$ cat src/rtl/debounce_pulse_array.sv
// debounce_pulse_array
//   N independent channels. Each channel synchronises a raw asynchronous input,
//   debounces it with a stability counter and emits single-cycle pulses on the
//   rising edge, the falling edge, both edges, or rising edge plus keyboard-style
//   auto-repeat while the input is held.
//
// Ports
//   clk        system clock
//   rst        asynchronous, active-high reset
//   in_raw     [N] raw asynchronous inputs, bit i = channel i
//   mode       [2] pulse mode shared by all channels:
//                  00 rise, 01 fall, 10 both edges, 11 rise + auto-repeat
//   enable     1 = pulses allowed; 0 = pulses forced low (debounce keeps running)
//   level      [N] debounced level per channel
//   pulse      [N] registered one-cycle pulse per channel
//   any_pulse  OR of all pulse bits
module debounce_pulse_array #(
    parameter int N             = 4,
    parameter int DB_CYCLES     = 4,
    parameter int REPEAT_DELAY  = 8,
    parameter int REPEAT_PERIOD = 4
) (
    input  logic         clk,
    input  logic         rst,
    input  logic [N-1:0] in_raw,
    input  logic [1:0]   mode,
    input  logic         enable,
    output logic [N-1:0] level,
    output logic [N-1:0] pulse,
    output logic         any_pulse
);

    localparam int CW   = (DB_CYCLES > 1) ? $clog2(DB_CYCLES) : 1;
    localparam int RMAX = (REPEAT_DELAY > REPEAT_PERIOD) ? REPEAT_DELAY : REPEAT_PERIOD;
    localparam int RW   = (RMAX > 1) ? $clog2(RMAX) : 1;

    localparam logic [CW-1:0] CNT_LAST    = CW'(DB_CYCLES - 1);
    localparam logic [RW-1:0] DELAY_LAST  = RW'(REPEAT_DELAY - 1);
    localparam logic [RW-1:0] PERIOD_LAST = RW'(REPEAT_PERIOD - 1);

    typedef enum logic [1:0] {
        MODE_RISE   = 2'b00,
        MODE_FALL   = 2'b01,
        MODE_BOTH   = 2'b10,
        MODE_REPEAT = 2'b11
    } mode_e;

    typedef enum logic [1:0] {
        IDLE,
        DELAY,
        REPEAT
    } rep_state_e;

    // Two-flop synchroniser; only sync2 is used downstream.
    logic [N-1:0] sync1;
    logic [N-1:0] sync2;

    // NOTE: sequential state uses non-blocking assignments so every flop samples
    // the pre-edge value of its source; blocking here would collapse the chain.
    always_ff @(posedge clk or posedge rst) begin
        if (rst) begin
            sync1 <= '0;
            sync2 <= '0;
        end else begin
            sync1 <= in_raw;
            sync2 <= sync1;
        end
    end

    for (genvar i = 0; i < N; i++) begin : g_ch
        logic [CW-1:0] cnt;
        logic          lvl;
        logic          flip;
        logic          rise;
        logic          fall;
        logic          edge_fire;
        rep_state_e    state;
        rep_state_e    state_nxt;
        logic [RW-1:0] rc;
        logic [RW-1:0] rc_nxt;
        logic          rep_fire;
        logic          pulse_q;

        // The level flips only after DB_CYCLES consecutive differing samples.
        assign flip = (sync2[i] != lvl) && (cnt == CNT_LAST);
        assign rise = flip && sync2[i];
        assign fall = flip && !sync2[i];

        assign edge_fire = (rise && (mode != MODE_FALL)) ||
                           (fall && ((mode == MODE_FALL) || (mode == MODE_BOTH)));

        // Any sample equal to the current level restarts the stability count.
        always_ff @(posedge clk or posedge rst) begin
            if (rst) begin
                cnt <= '0;
                lvl <= 1'b0;
            end else if (sync2[i] == lvl) begin
                cnt <= '0;
            end else if (cnt == CNT_LAST) begin
                lvl <= sync2[i];
                cnt <= '0;
            end else begin
                cnt <= cnt + 1'b1;
            end
        end

        always_ff @(posedge clk or posedge rst) begin
            if (rst) begin
                state <= IDLE;
                rc    <= '0;
            end else begin
                state <= state_nxt;
                rc    <= rc_nxt;
            end
        end

        // NOTE: every output of this block gets a default first, so no path
        // through the case statement can leave a latch behind.
        always_comb begin
            state_nxt = state;
            rc_nxt    = rc;
            rep_fire  = 1'b0;
            if (!enable || (mode != MODE_REPEAT)) begin
                // Leaving repeat mode or disabling pulses drops any pending repeat.
                state_nxt = IDLE;
                rc_nxt    = '0;
            end else begin
                case (state)
                    IDLE: begin
                        if (rise) begin
                            state_nxt = DELAY;
                            rc_nxt    = '0;
                        end
                    end
                    DELAY: begin
                        if (fall) begin
                            state_nxt = IDLE;
                            rc_nxt    = '0;
                        end else if (lvl) begin
                            if (rc == DELAY_LAST) begin
                                rep_fire  = 1'b1;
                                rc_nxt    = '0;
                                state_nxt = REPEAT;
                            end else begin
                                rc_nxt = rc + 1'b1;
                            end
                        end
                    end
                    REPEAT: begin
                        if (fall) begin
                            state_nxt = IDLE;
                            rc_nxt    = '0;
                        end else if (rc == PERIOD_LAST) begin
                            rep_fire = 1'b1;
                            rc_nxt   = '0;
                        end else begin
                            rc_nxt = rc + 1'b1;
                        end
                    end
                    default: begin
                        state_nxt = IDLE;
                        rc_nxt    = '0;
                    end
                endcase
            end
        end

        always_ff @(posedge clk or posedge rst) begin
            if (rst) begin
                pulse_q <= 1'b0;
            end else begin
                pulse_q <= enable && (edge_fire || rep_fire);
            end
        end

        assign level[i] = lvl;
        assign pulse[i] = pulse_q;
    end

    assign any_pulse = |pulse;

endmodule
$ cat config.mk
export PLATFORM = sky130hd
export DESIGN_NAME = debounce_pulse_array
export DESIGN_NICKNAME = d
export VERILOG_FILES = /design/src/rtl/debounce_pulse_array.sv
export SDC_FILE = /design/constraint.sdc
export NUM_CORES = 1
export LEC_CHECK = 0
export BUFFER_PORTS_ARGS = -buffer_cell sky130_fd_sc_hd__buf_2
export CAP_MARGIN = 5
export CORE_ASPECT_RATIO = 1.5
export CORE_MARGIN = 2
export CORE_UTILIZATION = 23
export DETAILED_ROUTE_END_ITERATION = 8
export GPL_ROUTABILITY_DRIVEN = 1
export GPL_TIMING_DRIVEN = 0
export SLEW_MARGIN = 10
export SYNTH_ARGS = -nofsm -noshare
export SYNTH_HDL_FRONTEND = slang
export SYNTH_SLANG_ARGS = --single-unit
export TNS_END_PERCENT = 5
$ cat constraint.sdc
create_clock -name clk -period 2.2 [get_ports clk]
set_input_delay 0.11 -clock clk [delete_from_list [all_inputs] [get_ports clk]]
set_output_delay 0.11 -clock clk [all_outputs]
set_load 0.01 [all_outputs]
==> results of run 1 <==
## Yosys cell counts (2+ instances only)
master | n | area (µm²)
dfrtp_1 | 44 | 1100
ha_1 | 36 | 450
inv_1 | 27 | 101
o21ai_0 | 18 | 90.1
nand2_1 | 15 | 56.3
nor2b_1 | 10 | 62.6
buf_4 | 8 | 60.1
nor2_1 | 8 | 30.0
nand3_1 | 7 | 35.0
nand3b_1 | 7 | 52.6
nor3_1 | 7 | 35.0
nor3b_1 | 7 | 52.6
a21oi_1 | 6 | 30.0
mux2_2 | 6 | 67.6
and2_1 | 4 | 25.0
nand2b_1 | 4 | 25.0
a21boi_0 | 3 | 22.5
a22o_1 | 3 | 26.3
a32o_1 | 3 | 30.0
o22ai_1 | 3 | 18.8
o2bb2ai_1 | 3 | 26.3
or4_1 | 3 | 22.5
xnor2_1 | 3 | 26.3
a22oi_1 | 2 | 15.0
a32oi_1 | 2 | 17.5
buf_2 | 2 | 10.0
clkbuf_1 | 2 | 7.51
nand4_1 | 2 | 12.5
o2111ai_1 | 2 | 17.5
## registers in the layout, indices dropped and copies added (netlist names)
| register | cells |
|---|---|
| g_ch.cnt | 8 |
| g_ch.lvl | 4 |
| g_ch.pulse_q | 4 |
| g_ch.rc | 12 |
| g_ch.state | 8 |
| sync1 | 4 |
| sync2 | 4 |
## path summary, 6_finish.rpt
path | depth (start not counted) | from | slack [ps] | endpoint
worst max register to register | 6 | g_ch[0].state[1] | 420 | g_ch[0].state[0]
max in group asynchronous | 4 | rst | 1390 | g_ch[3].cnt[1]
worst min-delay path | 2 | enable | 130 | g_ch[0].pulse_q
min in group asynchronous | 3 | rst | 340 | g_ch[0].state[1]
worst min register to register | 0 | sync1[2] | 350 | sync2[2]
worst max-delay path | 6 | g_ch[0].state[1] | 420 | g_ch[0].state[0]
## metrics by stage
stage | setup WS (ps) | cells | area (µm²)
floorplan | 639 | 261 | 2650
global placement | 451 | 428 | 2920
detailed placement | 428 | 429 | 2940
CTS | 408 | 442 | 3180
global route | 255 | 442 | 3180
finish | 417 | 442 | 3180
## layout make-up
type | count | area share, %
Clock inverter | 1 | 0.945
Multi-Input combinational cell | 178 | 43.2
Buffer | 12 | 2.44
Sequential cell | 44 | 34.7
Timing Repair Buffer | 23 | 4.88
Clock buffer | 7 | 4.81
Inverter | 27 | 3.19
Tap cell | 150 | 5.91
## worst max-delay path, stage by stage (launching register included)
cell       delay, ps
dfrtp_1          400
inv_1             90
ha_1             190
a21bo_2          230
a21oi_1          450
o21bai_1         220
o2bb2ai_1        140
## kinds of logic (layout without fill, tap and decap cells)
group                      after synthesis  in the layout  share of synthesized area [%]
AOI/OAI and AO/OA                       54             54                           14.2
xor gates and xnor gates                 3              3                          0.991
adders and majority gates               36             36                           17.0
buffers and inverters                   39             70                           6.75
DFF                                     44             44                           41.5
muxes                                    7              7                           2.93
and+or+nand+nor                         78             78                           16.6
## power groups by stage
stage | Sequential, µW | Clock [µW] | Combinational [µW]
floorplan | 972 | 0 | 413
global placement | 987 | 0 | 517
detailed placement | 991 | 0 | 539
CTS | 977 | 934 | 549
global route | 990 | 958 | 614
finish | 975 | 900 | 539
## routing by layer
layer	vias to the layer above	wire, µm	track usage, %
li1	961	-	-
met1	940	2230	10.1
met2	37	2600	15.8
met3	14	142	1.67
met4	0	178	5.30
met5	-	0	0
==> results.md, run 1 <==
- Minimum clock period: roughly 1800 ps
- Drt via density: 4.42
- Initial Utilization: between 20% and 30%
- CP arrival: 1990 ps
- Gr usage total: 9.02%
- Worst hold path class: primary input to register
- Post-synth ARST share: 100%
- Core area: 0.0114 mm²
- Antenna violations before repair: 0
- Total power: roughly 2400 µW
- Die footprint: 0.0124 mm²
- Synthesized cell area: ~0.0027 mm²
- Hold WS: ~130 ps
- #FFs+latches synth: 44
- Slew Viols, Final: 0
- Rows: 48
- Cells after synthesis: 261
- YS warnings: 0
- P_int: 1790 µW
- Wirelength per Cell: 11.6 µm
- Longest Clk Path Bufs: 2
- Syn_nets: 306
- Critical path data required time: 2410 ps
- Clock Skews: between 6 and 7 ps
- PortBufs: 17
- Maximum vdd drop: 0.000374 V
- IO Count: 18
- Nets: roughly 340
- DR vias: 1952
- DR pass1 iterations: 4
- WL final: about 5100 µm
- DR DRC count: 0
- Initial DRC Count: 72
- Worst slew margin: 62.5%
- Number of global-route vias before repair: 1971
- CTS resizes: 0
- CTS Buf Count: 5
- CTS Hold Buffers Added: 5
- Area growth syn-to-layout: 19.8%
- Routability cong.: 0.870
- ANT cells: 0
- Hold Fails Final Rpt: 0
- Multi-input gate area: 0.00137 mm²
- CTS root buf: clkbuf_16
- Critical Path End Type: register
- Sw frac: about a quarter
- Post-synth EDFFs: 0
- Routed Antenna Nets: 0
- Postcts setup bufs: 0
- Max-cap viol count: 0
- Largest net degree at the start of global routing: 29
- Finish-stage setup viols: 0
- Fin util: 28.0%
- DIE HEIGHT: around 140 µm
- Register area share after synthesis: 41.5%
- Run status: complete, no violations
- Share of cells above drive strength 1: 15.8%
- Period utilisation layout: 81.0%
- Max frequency: 561 MHz
- First-pass GRT wire length: ~9000 µm
- P_leak: about 0.0014 µW
- CTS tree: yes
- RSZ-0062 raised after global routing: false
- Clk pwr share: between 30 and 40%
- Comb pwr share: 22.3%
- Seq pwr share: 40.4%
- Grt ovf: 0
- CTS Sinks: between 40 and 50
- P per Cell Area: ~760 mW/mm²
- Most frequent cells in the layout: 44 x dfrtp_1, 36 x ha_1, 26 x inv_1
- Die X: approximately 92 µm
- Primary FF master, synth: dfrtp_1
- Filler cells: around 1200
- Clock transition at path regs: roughly 60 ps
- Startpoint types: register
- Detailed Place HPWL: 3860 µm
- Tightest Pin Transition: 563 ps
- H-tree depth: 2
- Register Area: 0.00110 mm²
- Mean Syn Cell Area: 10.2 µm²
- Worst-skew pair later-pin latency: 290 ps
- Net switching power figure: 629 µW
- CP max FO: 8
- Critical path class: register to register
- Setup TNS: 0 ps
- Synth unique cells: between 40 and 50
- Most common cell after layout, fill and taps aside: dfrtp_1
Note: power is estimated with default switching activity, not from simulation.
==> run 2: changes to the inputs <==
ABC_AREA = 1   (was default)
clock period = 1.6 ns   (was 2.2 ns; I/O delays follow)
==> results.md, run 2 <==
- Run status: complete, no violations (unchanged)
- Final instance area: 0.00331 mm² (was 0.00318 mm²)
- Reg-to-reg endpoint: g_ch[0].rc[0] (was g_ch[0].state[0])
- Startpoint types: register (unchanged)
- Minimum clock period: 1450 ps (was 1780 ps)
- Max frequency: 692 MHz (was 561 MHz)
- Maximum vdd drop: 0.000387 V (was 0.000374 V)
- H-tree depth: 2 (unchanged)
- Routed Antenna Nets: 0 (unchanged)
- Post-synth ARST share: 100% (unchanged)
- Primary FF master, synth: dfrtp_1 (unchanged)
- Share of the synthesized area in the top cell type: 39.1% (was 41.5%)
- Nets: 438 (was 336)
- P per Cell Area: 924 mW/mm² (was 760 mW/mm²)
- Period utilisation layout: 90.3% (was 81.0%)
- Gr usage total: 9.04% (was 9.02%)
- Finished Layout Cells: 547 (was 442)
- Worst reg2reg path depth: 9 (was 6)
- Register area share after synthesis: 39.1% (was 41.5%)
- Top reg by flops: g_ch.rc (unchanged)
- Hold Fails Final Rpt: 0 (unchanged)
- WL final: 5270 µm (was 5150 µm)
- Initial Utilization: 23.5% (was 23.4%)
- Reg2reg start: g_ch[0].rc[0] (was g_ch[0].state[1])
- Longest Clk Path Bufs: 2 (unchanged)
- Critical path data required time: 1830 ps (was 2410 ps)
- Max reg flops: 12 (unchanged)
- Slew Viols, Final: 0 (unchanged)
- Placed Area: 0.00311 mm² (was 0.00294 mm²)
- Hold WS: 164 ps (was 135 ps)
- Worst-skew pair later-pin latency: 290 ps (about the same)
- RSZ-0062 raised after global routing: false (unchanged)
- Tightest Pin Transition: 317 ps (was 563 ps)
- CTS tree: yes (unchanged)
- Clock transition at path regs: 60 ps (about the same)
- First-pass GRT wire length: 9380 µm (was 8990 µm)
- Cells after synthesis: 363 (was 261)
- Area growth syn-to-layout: 17.7% (was 19.8%)
- Min-delay src: enable (unchanged)
- DR vias: 2239 (was 1952)
- Finish-stage setup viols: 0 (unchanged)
- Core area: 0.0120 mm² (was 0.0114 mm²)
- Synth top cells by count: 99 x nand2_1, 64 x inv_1, 44 x dfrtp_1, 36 x ha_1, 33 x nand3_1 (was 44 x dfrtp_1, 36 x ha_1, 27 x inv_1, 18 x o21ai_0, 15 x nand2_1)
- #FFs+latches synth: 44 (unchanged)
- Worst slew margin: 78.8% (was 62.5%)
- Routability cong.: 0.826 (was 0.870)
- Max-cap viol count: 0 (unchanged)
- CTS root buf: clkbuf_16 (unchanged)
- Mean Syn Cell Area: 7.76 µm² (was 10.2 µm²)
- Critical Path End Type: register (unchanged)
- DIE HEIGHT: 140 µm (was 135 µm)
- Die footprint: 0.0132 mm² (was 0.0124 mm²)
- Most frequent cells in the layout: 99 x nand2_1, 63 x inv_1, 44 x dfrtp_1 (was 44 x dfrtp_1, 36 x ha_1, 26 x inv_1)
- CP arrival: 1670 ps (was 1990 ps)
- Top cell type by total area after synthesis: dfrtp_1 (unchanged)
- Top Registers: g_ch.rc: 12 flops, g_ch.cnt: 8 flops, g_ch.state: 8 flops (unchanged)
- Synth unique cells: 20 (was 43)
- Largest net degree at the start of global routing: 37 (was 29)
- DR pass1 iterations: 4 (unchanged)
- Clock Skews: 5.00 ps (was 6.63 ps)
- Critical path class: register to register (unchanged)
- Die X: 94.3 µm (was 91.7 µm)
- Filler cells: 1268 (was 1175)
- Worst Hold End: g_ch[3].pulse_q (was g_ch[0].pulse_q)
- Post-synth EDFFs: 0 (unchanged)
- Wirelength per Cell: 9.64 µm (was 11.6 µm)
- CP max FO: 3 (was 8)
- Most common cell after layout, fill and taps aside: nand2_1 (was dfrtp_1)
- CTS Buf Count: 5 (unchanged)
- Rows: 49 (was 48)
- ANT cells: 0 (unchanged)
- Grt ovf: 0 (unchanged)
- IO Count: 18 (unchanged)
- Synthesized cell area: 0.00282 mm² (was 0.00265 mm²)
- Worst hold path class: primary input to register (unchanged)
- Number of global-route vias before repair: 2175 (was 1971)
- CTS Sinks: 44 (unchanged)
- Hold path depth: 3 (was 2)
- Share of cells above drive strength 1: 11.9% (was 15.8%)
- Drt via density: 4.09 (was 4.42)
- DR DRC count: 0 (unchanged)
- PortBufs: 17 (unchanged)
- Worst R2R Setup Slack: 150 ps (was 420 ps)
- Detailed Place HPWL: 4110 µm (was 3860 µm)
- Most common cell in the netlist: nand2_1 (was dfrtp_1)
- YS warnings: 0 (unchanged)
- Syn_nets: 408 (was 306)
- Placed cell count: 534 (was 429)
- Antenna violations before repair: 0 (unchanged)
- Initial DRC Count: 138 (was 72)
- P_leak: 0.00176 µW (was 0.00143 µW)
- Top cells by area, synth: dfrtp_1 39%, ha_1 16%, nand2_1 13%, inv_1 8.5%, nand3_1 5.9% (was dfrtp_1 42%, ha_1 17%, inv_1 3.8%, o21ai_0 3.4%, mux2_2 2.5%)
[run 2: worst max path at each step]
| stage | startpoint | to | slack, ps | cells after the start |
|---|---|---|---|---|
| floorplan | g_ch[2].rc[0] | g_ch[2].state[1] | 280 | 10 |
| global placement | rst | g_ch[2].rc[0] | -150 | 2 |
| detailed placement | g_ch[2].rc[0] | g_ch[2].rc[1] | 80 | 5 |
| CTS | g_ch[2].rc[0] | g_ch[2].rc[1] | 70 | 5 |
| global route | g_ch[0].state[0] | g_ch[0].state[0] | 30 | 10 |
| finish | g_ch[0].rc[0] | g_ch[0].rc[0] | 150 | 9 |
[run 2: final cells by class]
cell class                 count  area [µm²]  share of cell area (%)
timing repair buffer          23         155                    4.68
sequential                    44        1100                    33.2
tap                          153         191                    5.78
clock buffer                   8         146                    4.42
buffer                        10        78.8                    2.38
inverter                      65         244                    7.36
multi-input combinational    244        1400                    42.2
[run 2: per-stage QoR]
step / setup WS [ps] / TNS, ps / util, % / total power [µW]
2_1_floorplan: 275 / 0 / - / 1860
3_3_place_gp: -147 / -6370 / 25.9 / 2020
3_5_place_dp: 82.2 / 0 / 26.0 / 2060
4_1_cts: 67.5 / 0 / 27.7 / 3140
5_1_grt: 26.5 / 0 / 27.7 / 3290
6_report: 155 / 0 / 27.7 / 3060
[run 2: routing by layer]
metal  global-route usage, %  vias up  share of wire (%)
met4                    4.58        0                2.5
met3                    2.00        6                3.2
li1                        -     1165                  -
met1                    9.81     1037                 41
met5                       0        -                  0
met2                    16.1       31                 53
[run 2: timing repair]
item                       in CTS  in global routing
hold endpoints to repair       48                  0
setup endpoints to repair       0                  5
hold buffers                    5                  0
setup buffers                   0                  0
gates resized for setup         0                  5
[run 2: report_power, final]
| group | total (µW) | internal (µW) | switching [µW] |
|---|---|---|---|
| registers | 1380 | 1260 | 117 |
| logic | 653 | 282 | 371 |
| clock network | 1030 | 623 | 408 |
[run 2: cells by family after synthesis]
group	count (synthesis)	synth area share, %
adder cells (fa/ha/maj)	36	16.0
buffers and inverters	75	11.5
AND/OR/NAND/NOR	182	28.3
AO/OA/AOI/OAI	22	3.91
flip-flops	44	39.1
XOR/XNOR	4	1.24
[run 2: critical path, cell delays in order, from the launching register on]
cell     delay (ps)
dfrtp_1         400
ha_1            240
ha_1            210
inv_1            50
nand2_1          50
o21ai_0          90
nand2_1          70
nor2_1          150
nand2_1          70
nand2_1          60
